$ cat src/rtl/avr_uart_pkg.sv
// avr_uart_pkg: shared constants and helpers for the AVR-side UART blocks
// Contents: receiver state encoding, parity mode constants, baud divisor function.
package avr_uart_pkg;
    localparam logic [2:0] ST_IDLE   = 3'd0;
    localparam logic [2:0] ST_START  = 3'd1;
    localparam logic [2:0] ST_DATA   = 3'd2;
    localparam logic [2:0] ST_PARITY = 3'd3;
    localparam logic [2:0] ST_STOP   = 3'd4;

    localparam int PAR_NONE = 0;
    localparam int PAR_EVEN = 1;
    localparam int PAR_ODD  = 2;

    function automatic int uart_div(input int clk_freq, input int baud);
        return clk_freq / baud;
    endfunction
endpackage

$ cat src/rtl/avr_uart_sync.sv
// avr_uart_sync: 2-flop synchronizer for a serial line, x/z read as idle 1
// Ports: clk core clock; rst_n async active-low reset (flops reset to 1);
//        i_d raw line; o_q synchronized line, 2 clk latency.
module avr_uart_sync (
    input  logic clk,
    input  logic rst_n,
    input  logic i_d,
    output logic o_q
);
    logic [1:0] r_sync;
    logic       w_d;

    // Only a solid 0 counts as low; a floating or unknown pin is the pull-up idle level.
    assign w_d = (i_d !== 1'b0);
    assign o_q = r_sync[1];

    always_ff @(posedge clk or negedge rst_n) begin
        if (!rst_n) r_sync <= 2'b11;
        else        r_sync <= {r_sync[0], w_d};
    end
endmodule

$ cat src/rtl/avr_uart_rx.sv
// avr_uart_rx: asynchronous serial receiver for the simulated AVR TXD pin
// Ports: clk core clock; rst_n async active-low reset; rxd serial line (x/z = idle);
//        data/valid/ready one-entry holding register with handshake;
//        frame_err/parity_err flags of the held byte; overrun sticky lost-frame flag;
//        busy receiver is inside a frame.
module avr_uart_rx
    import avr_uart_pkg::*;
#(
    parameter int CLK_FREQ  = 4_000_000,
    parameter int BAUD      = 9600,
    parameter int DATA_BITS = 8,
    parameter int PARITY    = 0,
    parameter int STOP_BITS = 1
) (
    input  logic                 clk,
    input  logic                 rst_n,
    input  logic                 rxd,
    output logic [DATA_BITS-1:0] data,
    output logic                 valid,
    input  logic                 ready,
    output logic                 frame_err,
    output logic                 parity_err,
    output logic                 overrun,
    output logic                 busy
);
    localparam int DIV = uart_div(CLK_FREQ, BAUD);
    localparam int CW  = $clog2(DIV) + 1;

    generate
        if (DIV < 8 || DATA_BITS < 5 || DATA_BITS > 9 || PARITY < 0 || PARITY > 2 ||
            STOP_BITS < 1 || STOP_BITS > 2) begin : g_bad_param
            $error("avr_uart_rx: illegal parameter set");
        end
    endgenerate

    logic                 w_rxs, w_tick, w_commit, w_drain, w_ferr;
    logic [2:0]           r_state;
    logic [CW-1:0]        r_cnt;
    logic [3:0]           r_bit;
    logic [DATA_BITS-1:0] r_shift, r_data;
    logic                 r_prev, r_par, r_perr_acc, r_ferr_acc, r_stop2;
    logic                 r_valid, r_ferr, r_perr, r_ovr;

    avr_uart_sync u_sync (
        .clk  (clk),
        .rst_n(rst_n),
        .i_d  (rxd),
        .o_q  (w_rxs)
    );

    assign w_tick   = (r_cnt == '0);
    // The last stop sample is the commit point; with two stop bits that is the second one.
    assign w_commit = (r_state == ST_STOP) && w_tick && (STOP_BITS == 1 || r_stop2);
    assign w_drain  = r_valid && ready;
    assign w_ferr   = r_ferr_acc | ~w_rxs;

    assign data       = r_data;
    assign valid      = r_valid;
    assign frame_err  = r_ferr;
    assign parity_err = r_perr;
    assign overrun    = r_ovr;
    assign busy       = (r_state != ST_IDLE);

    always_ff @(posedge clk or negedge rst_n) begin
        if (!rst_n) begin
            r_state    <= ST_IDLE;
            r_cnt      <= '0;
            r_bit      <= '0;
            r_shift    <= '0;
            r_prev     <= 1'b1;
            r_par      <= 1'b0;
            r_perr_acc <= 1'b0;
            r_ferr_acc <= 1'b0;
            r_stop2    <= 1'b0;
        end else begin
            // r_prev tracks rxs in every state, so after a break the line must
            // return high before another falling edge can arm IDLE.
            r_prev <= w_rxs;
            if (r_state != ST_IDLE && !w_tick) r_cnt <= r_cnt - 1'b1;
            case (r_state)
                ST_IDLE: if (r_prev && !w_rxs) begin
                    r_cnt   <= CW'(DIV / 2 - 1);
                    r_state <= ST_START;
                end
                ST_START: if (w_tick) begin
                    if (w_rxs) begin
                        r_state <= ST_IDLE;
                    end else begin
                        r_cnt      <= CW'(DIV - 1);
                        r_bit      <= '0;
                        r_par      <= 1'b0;
                        r_perr_acc <= 1'b0;
                        r_ferr_acc <= 1'b0;
                        r_stop2    <= 1'b0;
                        r_state    <= ST_DATA;
                    end
                end
                ST_DATA: if (w_tick) begin
                    r_shift <= {w_rxs, r_shift[DATA_BITS-1:1]};
                    r_par   <= r_par ^ w_rxs;
                    r_bit   <= r_bit + 1'b1;
                    r_cnt   <= CW'(DIV - 1);
                    if (r_bit == 4'(DATA_BITS - 1))
                        r_state <= (PARITY != PAR_NONE) ? ST_PARITY : ST_STOP;
                end
                ST_PARITY: if (w_tick) begin
                    r_perr_acc <= (PARITY == PAR_ODD) ? ~(r_par ^ w_rxs) : (r_par ^ w_rxs);
                    r_cnt      <= CW'(DIV - 1);
                    r_state    <= ST_STOP;
                end
                ST_STOP: if (w_tick) begin
                    if (w_commit) begin
                        r_state <= ST_IDLE;
                    end else begin
                        r_ferr_acc <= ~w_rxs;
                        r_stop2    <= 1'b1;
                        r_cnt      <= CW'(DIV - 1);
                    end
                end
                default: r_state <= ST_IDLE;
            endcase
        end
    end

    always_ff @(posedge clk or negedge rst_n) begin
        if (!rst_n) begin
            r_data  <= '0;
            r_valid <= 1'b0;
            r_ferr  <= 1'b0;
            r_perr  <= 1'b0;
            r_ovr   <= 1'b0;
        end else begin
            // A drain on the commit edge frees the slot, so the new frame still lands.
            if (w_commit && (!r_valid || ready)) begin
                r_data  <= r_shift;
                r_ferr  <= w_ferr;
                r_perr  <= r_perr_acc;
                r_valid <= 1'b1;
            end else if (w_drain) begin
                r_valid <= 1'b0;
            end
            r_ovr <= (w_commit && r_valid && !ready) ? 1'b1 : (w_drain ? 1'b0 : r_ovr);
        end
    end
endmodule

$ cat config.mk
export PLATFORM = sky130hd
export DESIGN_NAME = avr_uart_rx
export DESIGN_NICKNAME = d
export VERILOG_FILES = /design/src/rtl/avr_uart_pkg.sv /design/src/rtl/avr_uart_sync.sv /design/src/rtl/avr_uart_rx.sv
export SDC_FILE = /design/constraint.sdc
export NUM_CORES = 1
export LEC_CHECK = 0
export CORE_UTILIZATION = 56
export DETAILED_ROUTE_END_ITERATION = 8
export PLACE_DENSITY = 0.87
export SYNTH_ARGS = -nofsm -noshare
export SYNTH_HDL_FRONTEND = slang
export SYNTH_SLANG_ARGS = --single-unit
$ cat constraint.sdc
create_clock -name clk -period 2.4 [get_ports clk]
set_input_delay 0.6 -clock clk [delete_from_list [all_inputs] [get_ports clk]]
set_output_delay 0.6 -clock clk [all_outputs]
set_load 0.02 [all_outputs]
==> impl_metrics.csv <==
group,metric,value,unit
floorplanning,start_util,0.587,
placed_design,placed_cell_area,0.00220,mm²
floorplanning,die_h,61.2,µm
power,sw_frac_of_total,0.346,
setup_path,path_class,"reg2out",
power,netSwitchingPower,0.000681,W
setup_path,critPathArrivalTime,1640,ps
synthesis,synth_edf_count,0,
placed_design,io_buffers,16,
clocking,clk_latency,360,ps
setup_path,cp_max_fo,10,
clocking,hold_buffers,0,
synthesis,synth_compound_area_frac,0.116,
grt,grt_max_degree,29,
drt,vias,1411,
clocking,htree_levels,2,
synthesis,synth_area_leaders,"dfrtp_1 (51%), mux2_2 (9.8%), dfstp_2 (4.0%)",
synthesis,syn-num-nets,175,
floorplanning,die_w,61.2,µm
floorplanning,num_io_pins,17,
synthesis,yosys_warnings,0,
final_layout,drive_gt1_frac,0.240,
drt,wire_per_inst,15.6,µm
clocking,cts_buffer_depth,2,
synthesis,postSynthAreaPerCell,11.7,µm²
synthesis,synth.distinct_cells,44,
setup_path,critPathLaunchType,"flip-flop",
power,clkPwrFrac,0.231,
setup_path,startpoint,"r_state[1]$_DFFE_PN0P_",
clocking,root_buffer,"clkbuf_4",
setup_path,reg2reg_from,"r_cnt[0]$_DFF_PN0_",
synthesis,yosysTopAreaCellShare,0.511,
synthesis,synth_largest_area_cell,"dfrtp_1",
synthesis,async_flop_share,1.00,
power,p_per_area,862,mW/mm²
clocking,cts_tree,"done",
synthesis,synthCells,168,
job,maxCapViolCount,0,
timing,hold_viol,0,
grt,overflow,0,
synthesis,synth-simple-area-share,0.186,
timing,period_minus_slack,2240,ps
final_layout,fill_cells,269,
drt,vias_per_cell,5.93,
power,power_frac_seq,0.490,
outcome,status,"finished, final reports clean",
floorplanning,core.rowCount,21,
setup_path,crit_required,1800,ps
timing,max-slew-margin-rel,0.577,
setup_path,crit_path_end_kind,"output pin",
floorplanning,core-area,0.00334,mm²
power,totalPowerFinal,0.00197,W
timing,setup_viol,0,
power,combPwrFrac,0.278,
synthesis,synth_flop_cell,"dfrtp_1",
power,vdd_drop_max,0.492,mV
setup_path,ff2ff_path_depth,6,
synthesis,synth_xor_area_frac,0.00894,
clocking,cts_inserted_buffers,5,
power,leakagePower,1.03,nW
grt,first_global_vias,1365,
synthesis,synth_top_family_by_area,"simple AND/OR/NAND/NOR gates",
synthesis,syn-cell-area,0.00196,mm²
hold_path,holdCritPathClass,"in2async",
timing,fmax,447,MHz
drt,routed_wl,3720,µm
drt,firstDrtPassIters,4,
power,internal-power,0.00129,W
drt,drc_errors,0,
timing,clock_skew,9.37,ps
synthesis,seq_area_frac_synth,0.551,
timing,fin_tns_setup,0,ps
setup_path,reg2reg_to,"data[7]$_DFFE_PN0P_",
timing,rsz0062_at_grt,"no",
drt,drtIter0Drc,60,
setup_path,r2r_slack,220,ps
grt,antenna_found_initial,0,
final_layout,area_delta_synth_final,16.6,%
placed_design,dp_hpwl,2630,µm
timing,final-max-slew-violation-count,0,
synthesis,synthMuxAreaShare,0.0977,
clocking,clk_pin_slew,130,ps
floorplanning,dieArea,0.00374,mm²
synthesis,synth_seq_cells,43,
setup_path,endpoint,"busy",
drt,ant_nets,0,
timing,finalCritPeriodShare,0.932,
synthesis,synthAdderAreaFrac,0.0192,
timing,worst_slew_pin_slew,634,ps
final_layout,diodes,0,
final_layout,fin_nets,198,
clocking,cts.sinks,43,
grt,grt_first_pass_wirelength,6140,µm
grt,grt_usage,0.233,
placed_design,gp_congestion,0.810,
final_layout,final_area,0.00228,mm²
==> critical path, cell delays in order (launching register included) <==
cell	delay, ps
dfrtp_2	490
nor3_2	150
inv_1	100
clkdlybuf4s50_1	540
==> how the worst min path moves through the flow <==
stage | slack (ps) | depth (start not counted) | from | to
6_report | 240 | 1 | rst_n | r_perr_acc$_DFFE_PN0P_
5_1_grt | 250 | 1 | rst_n | r_perr_acc$_DFFE_PN0P_
4_1_cts | 240 | 1 | rst_n | r_perr_acc$_DFFE_PN0P_
3_5_place_dp | 350 | 0 | u_sync.r_sync[0]$_DFF_PN1_ | u_sync.r_sync[1]$_DFF_PN1_
3_3_place_gp | 350 | 0 | u_sync.r_sync[0]$_DFF_PN1_ | u_sync.r_sync[1]$_DFF_PN1_
2_1_floorplan | 300 | 0 | rst_n | data[0]$_DFFE_PN0P_
==> stage by stage <==
stage	worst slack (ps)	util	instances	hold WS [ps]
floorplan	389	-	168	304
global placement	313	0.658	230	349
detailed placement	221	0.658	230	354
CTS	31.0	0.683	238	237
global route	42.2	0.685	238	254
finish	163	0.685	238	244
==> placed cells by master (no fill, tap or decap), types with 3 or more instances in the layout <==
master / count
clkbuf_4: 5
nor2_1: 4
or4_1: 4
o31ai_1: 6
mux2_2: 17
dfrtp_1: 39
a21oi_1: 5
inv_1: 4
ha_1: 3
nand2_1: 12
o21ai_0: 7
o31a_1: 3
nor2b_1: 3
clkdlybuf4s50_1: 15
dfstp_2: 3
nand3_1: 12
nand4_1: 4
or3_1: 4
buf_4: 7
==> timing repair <==
action,in CTS,in global routing
resized for setup,0,2
buffers inserted,0,0
endpoints found under the hold margin,0,0
setup endpoints to repair,0,1
==> routing by layer <==
| metal | vias up | share of wire | GRT usage |
|---|---|---|---|
| li1 | 670 | - | - |
| met1 | 684 | 0.41 | 0.288 |
| met2 | 46 | 0.50 | 0.374 |
| met3 | 11 | 0.059 | 0.0651 |
| met4 | 0 | 0.022 | 0.123 |
| met5 | - | 0 | 0 |
==> sequential cells by signal, summed over array words and instances (netlist names) <==
register,count
frame_err,1
r_par,1
u_sync.r_sync,2
r_cnt,10
parity_err,1
r_prev,1
overrun,1
r_state,3
r_shift,8
r_ferr_acc,1
data,8
r_bit,4
valid,1
r_perr_acc,1
==> cell type report <==
class / count / area [µm²] / share of cell area
sequential: 43 / 1080 / 0.473
timing repair buffer: 23 / 208 / 0.0909
clock inverter: 3 / 43.8 / 0.0192
clock buffer: 5 / 37.5 / 0.0164
multi-input combinational: 114 / 842 / 0.369
inverter: 4 / 15.0 / 0.00657
tap: 46 / 57.6 / 0.0252
==> cells in the mapped netlist (2+ instances only) <==
master,number
nand2b_1,2
dfstp_2,3
or4_1,4
or3_1,4
dfrtp_1,40
o31a_1,3
nor2b_1,3
nor2_1,4
o31ai_1,6
nor3_1,2
nand3_1,12
nand2_1,12
nand4_1,4
inv_1,4
ha_1,3
or2_2,2
clkbuf_1,6
o21ai_0,7
a21boi_0,2
mux2_2,17
a21oi_1,5
==> cell families (layout without fill, tap and decap cells) <==
kind of cell,after synthesis,in the layout
compound gates,33,33
xor+xnor,2,2
simple gates,59,59
mux,17,17
buf+inv,11,35
fa+ha+maj,3,3
flops,43,43
==> power groups by stage <==
stage | clock network (W) | logic, W | registers [W]
6_report | 0.000455 | 0.000548 | 0.000965
3_5_place_dp | 0 | 0.000542 | 0.000973
2_1_floorplan | 0 | 0.000415 | 0.000930
4_1_cts | 0.000467 | 0.000545 | 0.000958
3_3_place_gp | 0 | 0.000497 | 0.000964
5_1_grt | 0.000502 | 0.000609 | 0.000982
(Power assumes the default switching activity.)
